<file path="config.mk">
export PLATFORM = sky130hd
export DESIGN_NAME = dff_share_arbiter
export DESIGN_NICKNAME = d
export VERILOG_FILES = /design/src/rtl/dff_share_arbiter.sv
export SDC_FILE = /design/constraint.sdc
export NUM_CORES = 1
export LEC_CHECK = 0
export ABC_AREA = 1
export ABC_CLOCK_PERIOD_IN_PS = 2600
export BUFFER_PORTS_ARGS = -buffer_cell sky130_fd_sc_hd__buf_4
export CORE_MARGIN = 1.5
export CORE_UTILIZATION = 50
export DETAILED_ROUTE_END_ITERATION = 8
export GPL_TIMING_DRIVEN = 0
export PLACE_DENSITY = 0.81
export RECOVER_POWER = 50
export SLEW_MARGIN = 40
export SYNTH_ARGS = -nofsm -noshare
export SYNTH_HDL_FRONTEND = slang
export SYNTH_SLANG_ARGS = --single-unit
</file>
<file path="constraint.sdc">
create_clock -name clk -period 2.6 [get_ports clk]
set_input_delay 0.13 -clock clk [delete_from_list [all_inputs] [get_ports clk]]
set_output_delay 0.13 -clock clk [all_outputs]
set_load 0.02 [all_outputs]
</file>
<file path="src/rtl/dff_share_arbiter.sv">
// Round-robin arbiter sharing one captured data register among NUM_REQ requesters, valid/ready output.
// Optional DFF_ARB_LOCK_EN: the last winner keeps the register while it holds both req and lock.
module dff_share_arbiter #(
  parameter int unsigned NUM_REQ = 4,
  parameter int unsigned DATA_W  = 1,
  localparam int unsigned IDX_W  = $clog2(NUM_REQ)
) (
  input  logic                      clk,
  input  logic                      rst,
  input  logic [NUM_REQ-1:0]        req,
  input  logic [NUM_REQ*DATA_W-1:0] din,
  input  logic [NUM_REQ-1:0]        lock,
  output logic [NUM_REQ-1:0]        gnt,
  output logic [DATA_W-1:0]         dout,
  output logic [IDX_W-1:0]          dout_id,
  output logic                      dout_valid,
  input  logic                      dout_ready
);

  typedef enum logic {EMPTY = 1'b0, FULL = 1'b1} state_t;

  state_t            state;
  state_t            state_nxt;
  logic [IDX_W-1:0]  ptr;
  logic [IDX_W-1:0]  cand;
  logic [IDX_W-1:0]  win_idx;
  logic              win_found;
  logic              lock_hit;
  logic              accept;
  logic [DATA_W-1:0] win_data;

`ifdef DFF_ARB_LOCK_EN
  // Set once any requester has won; ptr then names the lock candidate.
  logic lock_owner_vld;

  always_ff @(posedge clk) begin
    if (rst) begin
      lock_owner_vld <= 1'b0;
    end else if (accept) begin
      lock_owner_vld <= 1'b1;
    end
  end

  assign lock_hit = lock_owner_vld & req[ptr] & lock[ptr];
`else
  logic unused_lock;
  assign unused_lock = ^lock;
  assign lock_hit    = 1'b0;
`endif

  assign accept     = ~rst & (|req) & ((state == EMPTY) | dout_ready);
  assign dout_valid = (state == FULL);

  // Scan upward from ptr+1 with wrap; first active request wins unless the lock holds.
  always_comb begin
    win_found = 1'b0;
    win_idx   = ptr;
    cand      = ptr;
    for (int k = 0; k < int'(NUM_REQ); k++) begin
      cand = (cand == IDX_W'(NUM_REQ - 1)) ? '0 : cand + 1'b1;
      if (!win_found && req[cand]) begin
        win_found = 1'b1;
        win_idx   = cand;
      end
    end
    if (lock_hit) begin
      win_idx = ptr;
    end
  end

  always_comb begin
    win_data = '0;
    for (int i = 0; i < int'(NUM_REQ); i++) begin
      if (win_idx == IDX_W'(i)) begin
        win_data = din[i*DATA_W +: DATA_W];
      end
    end
  end

  always_comb begin
    state_nxt = state;
    gnt       = '0;
    if (accept) begin
      gnt[win_idx] = 1'b1;
    end
    case (state)
      EMPTY:   if (accept) state_nxt = FULL;
      FULL:    if (dout_ready && !accept) state_nxt = EMPTY;
      default: state_nxt = EMPTY;
    endcase
  end

  always_ff @(posedge clk) begin
    if (rst) begin
      state   <= EMPTY;
      dout    <= '0;
      dout_id <= '0;
      ptr     <= IDX_W'(NUM_REQ - 1);
    end else begin
      state <= state_nxt;
      if (accept) begin
        dout    <= win_data;
        dout_id <= win_idx;
        ptr     <= win_idx;
      end
    end
  end

endmodule
</file>
==> impl_metrics.yaml <==
logic_synthesis:
  ys_seq_area_share_pct: 15.79
  synth_most_common_cell: "sky130_fd_sc_hd__nand2_1"
  yosysWarningCount: 0
  ys_top_cells_by_area: "sky130_fd_sc_hd__nand2_1, sky130_fd_sc_hd__dfxtp_1, sky130_fd_sc_hd__nand2_2"
  synthCells: 131
  post-synth-top-area-fraction_pct: 24.18
  synth_unique_cells: 22
  synth_ff_type: "sky130_fd_sc_hd__dfxtp_1"
  synth_nets: 147
  most_area_hungry_cell_type_in_the_yosys_netlist: "sky130_fd_sc_hd__nand2_1"
  postSynthRegisterBits: 6
  synthesis.area_per_instance_um2: 5.807
  post_synth_most_frequent_cells: "sky130_fd_sc_hd__nand2_1, sky130_fd_sc_hd__nand2_2, sky130_fd_sc_hd__nand3_1"
  synth.cell_area_um2: 760.7
  ys_async_sr_fraction_pct: 0
  synth_enable_flop_cells: 0
routing:
  drt_pre_antenna_iters: 4
  number_of_nets_with_antenna_violations_after_detailed_routing: 0
  routed-via-count: 873
  routed_via_density: 5.228
  totalWireLength_um: 1743
  dr.first_iter.drc_count: 11
  wl_per_cell_um: 10.44
  drc: 0
timing:
  post-route-period-util_pct: 90.73
  timing_max_transition_violations_final: 0
  worst_pin_slew_ns: 0.3962
  clock-skew-final_ns: 0.007827
  number_of_hold_violations_in_the_final_report: 0
  setup_violations: 0
  finalWorstPathRequiredPeriod_ns: 2.359
  unrepaired_setup_endpoints_after_global_routing: "no"
  clock.fmax_mhz: 423.9
  maxSlewHeadroom_pct: 73.34
  final.setup.tns_ns: 0
critical_path:
  critPathMaxFanout: 10
  startpoint_type: "flip-flop"
  critical-path-slowest-cell: "sky130_fd_sc_hd__dfxtp_2"
  critical-path-max-stage-delay_ns: 0.36
  timing.critical_path.to_type: "output port"
  crit_required_ns: 2.47
  cell_by_cell_trace_of_the_critical_path: "ha_4, nor2_2, buf_6, nand2_2, nand3_1, nand2_2, nor2_4, nand2_1, nand2_1, nand2_2, nand2_4, nand2_1, nor2_1, buf_4"
  cp_data_arrival_time_ns: 2.23
  timing_worst_setup_path_type: "flip-flop to output port"
clock_network:
  htree_num_levels: 1
  cts.root.buffer_cell: "sky130_fd_sc_hd__clkbuf_4"
  clk_path_buf_depth: 2
  total_cts_buffers: 3
  postCtsSetupRepairBufs: 0
  path_clk_slew_ns: 0.05
  worst_skew_pair.late_latency_ns: 0.24
  tritoncts: "yes"
  clkSinkCount: 6
run:
  drv_cap: 0
global_route:
  grt-busiest-layer: "met2"
  grt_start_max_net_pins: 11
  antenna_found_initial: 0
  groute.layer.met1.usage_pct: 30.53
  grtUsageTotal_pct: 22.38
  use_met2_pct: 36.25
  grt_util_met3_pct: 5.172
  via_count_of_the_first_global_routing_pass: 769
  globalRoute.totalOverflow: 0
  first_pass_grt_wire_length_um: 3139
floorplanning:
  core-area_um2: 1366
  initial_utilization_pct: 55.68
  die_y_um: 42.01
  boundaryPins: 23
  rows: 13
  design.die.area_um2: 1764
  die_width_um: 42.01
worst_hold_path:
  min_path_type: "input port to flip-flop"
final_layout:
  insertedDiodeCount: 0
  fillCellCount: 136
  area_growth_pct: 22.53
  drive_above_1_share_pct: 32.24
  finalNetCount: 170
placement:
  hpwl_um: 1443
  routability_driven_placement_congestion_ratio: 0.8637
  port_buffers: 18
status:
  outcome: "finished, final reports clean"
-- cells by family after synthesis --
| logic type | count (synthesis) | synth area share (%) |
|---|---|---|
| AOI/OAI and AO/OA | 12 | 11.02 |
| adders and majority gates | 1 | 1.644 |
| and+or+nand+nor | 93 | 60.20 |
| buffers and inverters | 19 | 11.35 |
| DFF | 6 | 15.79 |
-- path summary, 6_finish.rpt --
| kind | from | end | slack, ns | depth (start not counted) |
|---|---|---|---|---|
| worst max-delay path | ptr[0]$_SDFFE_PP1P_ | gnt[3] | 0.24 | 14 |
| worst min-delay path | rst | dout$_SDFFE_PP0P_ | 0.09 | 2 |
| worst max register to register | ptr[0]$_SDFFE_PP1P_ | dout$_SDFFE_PP0P_ | 0.57 | 16 |
| worst min register to register | dout_id[0]$_SDFFE_PP0P_ | dout_id[0]$_SDFFE_PP0P_ | 0.47 | 2 |
-- final cells by class --
type,count,area [um^2],area share [%]
buffer,2,22.52,2.416
clock buffer,3,22.52,2.416
inverter,17,63.81,6.846
multi-input combinational,106,566.8,60.81
sequential,6,121.4,13.02
tap,15,18.77,2.013
timing repair buffer,18,116.4,12.48
-- per-layer routing --
metal / up-vias / share of wire (%) / routed length [um]
met4: 0 / 0 / 0
met1: 393 / 48 / 838
li1: 459 / - / -
met5: - / 0 / 0
met2: 21 / 48 / 833
met3: 0 / 4.1 / 71
-- placed cells by master, fill, tap and decap left out, types with 2 or more instances in the layout --
master and n:
sky130_fd_sc_hd__nand2_4 3, sky130_fd_sc_hd__nor3_1 2, sky130_fd_sc_hd__nand3_1 14, sky130_fd_sc_hd__clkbuf_1 5, sky130_fd_sc_hd__clkbuf_4 3, sky130_fd_sc_hd__nor2_2 3, sky130_fd_sc_hd__nor2_4 2, sky130_fd_sc_hd__inv_2 3
sky130_fd_sc_hd__inv_1 13, sky130_fd_sc_hd__nand2_2 14, sky130_fd_sc_hd__dfxtp_1 5, sky130_fd_sc_hd__buf_6 2, sky130_fd_sc_hd__nor2_1 4, sky130_fd_sc_hd__o21bai_1 2, sky130_fd_sc_hd__a21oi_1 4, sky130_fd_sc_hd__o21ai_0 3
sky130_fd_sc_hd__buf_4 13, sky130_fd_sc_hd__nand2_1 49
-- repair_timing --
action                                  4_1_cts  5_1_grt
resized for setup                             0        3
endpoints found under the hold margin         0        0
endpoints found under the setup margin        0        4
hold buffers                                  0        0
-- worst max-delay path, delay by kind of cell (launching register included) --
kind                     cells  cell delay, ns
AND/OR/NAND/NOR             11            1.11
flip-flops                   1            0.36
buffers and inverters        2            0.31
adder cells (fa/ha/maj)      1            0.18
-- state kept, by name, indices dropped and copies added, names as in the netlist --
register,flops
dout_valid,1
dout,1
dout_id,2
ptr,2
-- through the flow --
step | worst slack, ns | util, % | hold slack, ns | cell area (um^2) | std cells
detailed placement | 0.3507 | 66.94 | 0.3394 | 914.6 | 164
global placement | 0.4101 | 66.94 | 0.3396 | 914.6 | 164
floorplan | 0.4877 | - | 0.1924 | 760.7 | 131
finish | 0.2410 | 68.22 | 0.09311 | 932.1 | 167
CTS | 0.06807 | 68.59 | 0.08358 | 937.1 | 167
global route | 0.03261 | 68.22 | 0.07850 | 932.1 | 167
Power is not shown: default switching activity piles up to over one toggle a cycle in this logic, so the estimate is an artifact.
